`config.mk`:
```
export PLATFORM = sky130hd
export DESIGN_NAME = fetch_unit
export DESIGN_NICKNAME = d
export VERILOG_FILES = /design/src/rtl/fetch_unit.sv
export SDC_FILE = /design/constraint.sdc
export NUM_CORES = 1
export LEC_CHECK = 0
export BUFFER_PORTS_ARGS = -buffer_cell sky130_fd_sc_hd__buf_4
export CORE_MARGIN = 2
export CORE_UTILIZATION = 48
export DETAILED_ROUTE_END_ITERATION = 10
export GPL_TIMING_DRIVEN = 1
export PLACE_DENSITY_LB_ADDON = 0.2
export SLEW_MARGIN = 30
export SYNTH_ARGS = -nofsm -noshare
export SYNTH_HDL_FRONTEND = slang
export SYNTH_SLANG_ARGS = --single-unit
```
`constraint.sdc`:
```
create_clock -name clk -period 3.6 [get_ports clk]
set_input_delay 0 -clock clk [delete_from_list [all_inputs] [get_ports clk]]
set_output_delay 0 -clock clk [all_outputs]
set_load 0.1 [all_outputs]
```
`src/rtl/fetch_unit.sv`:
```
// fetch_unit: in-order instruction fetch with credit-limited request issue,
// a {pc, insn} FIFO toward decode, and redirect flushing of wrong-path work.
module fetch_unit #(
    parameter logic [31:0] RESET_PC = 32'h0000_0000,
    parameter int          DEPTH    = 4
) (
    input  logic        clk,
    input  logic        reset,
    output logic        imem_req,
    output logic [31:0] imem_addr,
    input  logic        imem_gnt,
    input  logic        imem_rvalid,
    input  logic [31:0] imem_rdata,
    input  logic        redirect_en,
    input  logic [31:0] redirect_pc,
    output logic        insn_valid,
    input  logic        insn_ready,
    output logic [31:0] insn,
    output logic [31:0] insn_pc
);
    localparam int CW = $clog2(DEPTH + 1);
    localparam int PW = $clog2(DEPTH);

    logic [31:0]   pc, resp_pc;
    logic [CW-1:0] inflight, drop, count, inflight_left;
    logic [PW-1:0] rd_ptr, wr_ptr;
    logic [31:0]   pc_mem   [DEPTH];
    logic [31:0]   insn_mem [DEPTH];
    logic [31:0]   target;
    logic          grant, push, pop;

    // a response always has a FIFO slot because in-flight requests hold credits
    assign imem_req      = !reset && !redirect_en && ({1'b0, inflight} + {1'b0, count}) < (CW + 1)'(DEPTH);
    assign imem_addr     = pc;
    assign grant         = imem_req && imem_gnt;
    assign push          = imem_rvalid && !redirect_en && drop == '0;
    assign insn_valid    = !reset && !redirect_en && count != '0;
    assign pop           = insn_valid && insn_ready;
    assign insn          = insn_mem[rd_ptr];
    assign insn_pc       = pc_mem[rd_ptr];
    assign target        = redirect_pc & 32'hFFFF_FFFC;
    assign inflight_left = inflight - CW'(imem_rvalid);

    always_ff @(posedge clk) begin
        if (reset) begin
            pc       <= RESET_PC;
            resp_pc  <= RESET_PC;
            inflight <= '0;
            drop     <= '0;
            count    <= '0;
            rd_ptr   <= '0;
            wr_ptr   <= '0;
        end else if (redirect_en) begin
            // every request still outstanding now answers on the wrong path
            pc       <= target;
            resp_pc  <= target;
            inflight <= inflight_left;
            drop     <= inflight_left;
            count    <= '0;
            rd_ptr   <= '0;
            wr_ptr   <= '0;
        end else begin
            if (grant)
                pc <= pc + 32'd4;
            if (push) begin
                resp_pc <= resp_pc + 32'd4;
                wr_ptr  <= wr_ptr + PW'(1);
            end
            if (pop)
                rd_ptr <= rd_ptr + PW'(1);
            if (imem_rvalid && drop != '0)
                drop <= drop - CW'(1);
            inflight <= inflight_left + CW'(grant);
            count    <= count + CW'(push) - CW'(pop);
        end
    end

    always_ff @(posedge clk) begin
        if (push) begin
            pc_mem[wr_ptr]   <= resp_pc;
            insn_mem[wr_ptr] <= imem_rdata;
        end
    end
endmodule

```
==> run metrics <==
effective utilization at floorplan 48.6%; critical path data arrival time approximately 3000 ps; vertical extent of the die about 170 um; multi-input combinational cell area 3780 um^2; CTS tree done; Vias per Instance roughly 5.5; number of setup violations in the final report 0; post-CTS sizing 0; standard-cell row count 60; dominant combinational cell family by area after synthesis multiplexers; ratio of cells with drive above 1 in the final layout 28.4%; worst slew margin relative to its limit roughly 44%; drt initial violations between 500 and 600; mux share of post-synthesis cell area 10.9%; count of placed standard cells including taps about 1.3k; Die ar. around 28,000 um^2; all-layer global routing usage about a fifth; kind of cell adding the most delay to the critical path simple AND/OR/NAND/NOR gates; dominant cells by area after synthesis edfxtp_1 57%, dfxtp_1 12%, mux4_2 11%, xor2_1 2.0%, a21boi_0 1.6%; number of clock buffers inserted by TritonCTS 34; fraction of synthesis flops using an asynchronous set or reset pin 0%; routed wire length between 20,000 and 30,000 um; synthesis-to-layout area growth 27.0%; number of global-route vias before repair 7,762; final worst clock skew 28.7 ps; Synth Area per Inst ~16 um^2; share of synthesized cell area in and, or, nand and nor gates between 7 and 8%; static leakage roughly 5.8 nW; Via Count roughly 7.7k; final cycle utilization of the critical path 72.2%; Synth Area in Compound Gates 5.39%; number of buffers and inverters on the critical path 4; Setup CP Type in -> reg; Yosys warning count 0; Mapped Area roughly 13,000 um^2; antenna cells 0; startpoint type of the worst setup path input pin; number of sinks on the clock net roughly 320; Synth Flop Type edfxtp_1; weighted congestion reported at the end of routability-driven placement roughly 0.8; core outline area 26,800 um^2; Layout Cells excl Fill around 1.4k; total area of sequential cells ~9000 um^2; portion of the post-synthesis area used by sequential elements 68.7%; final hold viol count 0; Final Critical Period around 2600 ps; status finished, final reports clean; peak supply drop ~0.3 mV; number of nets still failing antenna checks after routing 0; Adder-Cell Fraction of Synth Area 1.69%; critical path endpoint category flip-flop; total overflow reported by the global router 0; max-slew violation total from the final report 0; pin count of the biggest net entering global routing between 50 and 60; Post-route DRC 0; Yosys top cell by area edfxtp_1; Avg WL per Cell 19.6 um; cell types with the highest counts after synthesis 248 x edfxtp_1, 75 x dfxtp_1, 62 x mux4_2, 37 x inv_1, 34 x nand2_1; worst min-delay path class in -> reg; Tightest Pin Transition 839 ps; aggregate negative setup slack 0 ps; die span in x 169 um; crit-path cells dlygate4sd3_1 -> buf_4 -> or2_2 -> nor2_1 -> and2_1 -> ha_1 -> inv_1 -> ha_1 -> inv_1 -> fa_1 -> xor2_1 -> xnor2_1 -> nor2_1; worst-case clock buffer depth 3; clock latency on the worst-skew pair 510 ps; fraction of synthesized cell area taken by the top area cell type between 50% and 60%; most instantiated library cell after synthesis edfxtp_1; clock-pin slew on the worst setup and hold paths roughly 60 ps; number of I/O port buffers between 150 and 200; number of placed I/O pins about 170; RSZ-0062 raised after global routing false; number of synthesized flops with an enable pin approximately 250; Critical Path Max Stage Delay about 540 ps; post-detailed-placement half-perimeter wirelength 17,400 um; CP Max Fanout 45; drt first pass iters 5; filler instances 1,996; synthesized netlist cell count roughly 810; required time worst endpoint 3980 ps; wire length of the first global-routing pass about 43,000 um; CP max-delay cell dlygate4sd3_1; Achievable Freq 385 MHz; Netlist cell types 55; cell chosen for the clock root clkbuf_16; number of nets in the finished design ~1.1k; H-tree depth 2; register bit total from synthesis between 300 and 400; number of antenna violations at the first check in global routing 0; xor and xnor area share after synthesis under 10%; maximum capacitance violations 0; ratio of total power to cell area between 500 and 600 nW/um^2
## report_power, final
group / internal, mW / switching [mW] / total, mW
Clock: 2.31 / 1.40 / 3.71
Sequential: 4.14 / 0.101 / 4.24
Combinational: 0.320 / 0.743 / 1.06
Total: 6.77 / 2.25 / 9.01
## path summary, 6_finish.rpt
kind,from,endpoint,slack (ps),cells after the start
max,reset,count[2],1000,13
min,imem_rdata[31],insn_mem[0][31],250,2
max reg2reg,drop[0],count[2],1050,13
min reg2reg,rd_ptr[1],flip-flop,530,2
## cells by family after synthesis
logic type,after synthesis
multiplexers,64
buffers and inverters,77
adder cells (fa/ha/maj),17
AND/OR/NAND/NOR,168
AO/OA/AOI/OAI,102
other,1
flip-flops,323
XOR/XNOR,54
## layout by cell type (no fill, tap or decap), types with 8 or more instances in the layout
cell type and n:
nand4_1 12, and4_1 8, xor2_1 30, nor3_1 19, ha_1 16, nor2_1 22, o31a_1 9, buf_4 169
a21boi_0 28, dfxtp_1 73, nand2_1 34, dlygate4sd3_1 67, a211oi_1 11, inv_1 37, nor4_1 8, clkbuf_16 35
a21oi_1 28, mux4_2 62, nand3_1 25, and2_1 8, xnor2_1 24, edfxtp_1 248
## per-stage QoR
step | setup WS (ps) | instance area, um^2 | util, % | power [mW] | hold slack (ps)
after detailed placement | 1050 | 14700 | 54.8 | 5.32 | 204
after floorplan | 237 | 13000 | - | 5.04 | 98.9
after global routing | 748 | 16600 | 61.8 | 9.30 | 233
final | 1000 | 16600 | 61.8 | 9.01 | 245
after global placement | 1100 | 14700 | 54.8 | 5.31 | 203
after CTS | 1020 | 16600 | 61.8 | 9.09 | 215
## flip-flops by register name, summed over array words and instances (netlist names), 3 cells and up, named ones only
signal	flops
resp_pc	30
inflight	3
pc_mem	120
count	3
drop	3
imem_addr	30
insn_mem	128
## routing by layer
layer  routed length, um  part of all wire, %  track usage, %  vias to the layer above
met5                   0                    0               0                        -
met4                 746                  2.7            6.48                        0
met3                1620                  5.8            3.53                       56
met2               13500                   48            32.5                      247
met1               11900                   43            26.3                     3802
li1                    -                    -               -                     3603
## area by class of cell
cell class / instances / area share (%)
flip-flops and latches: 323 / 54.1
multi-input cells: 409 / 22.9
clock inverters: 20 / 1.72
clock buffers: 41 / 5.49
inverters: 38 / 0.861
repair buffers: 242 / 12.4
well taps: 341 / 2.58
## repair_timing
action	CTS	global route
hold endpoints to repair	198	0
hold buffers	67	0
setup buffers	0	0
Power figures use the tool's default switching activity.
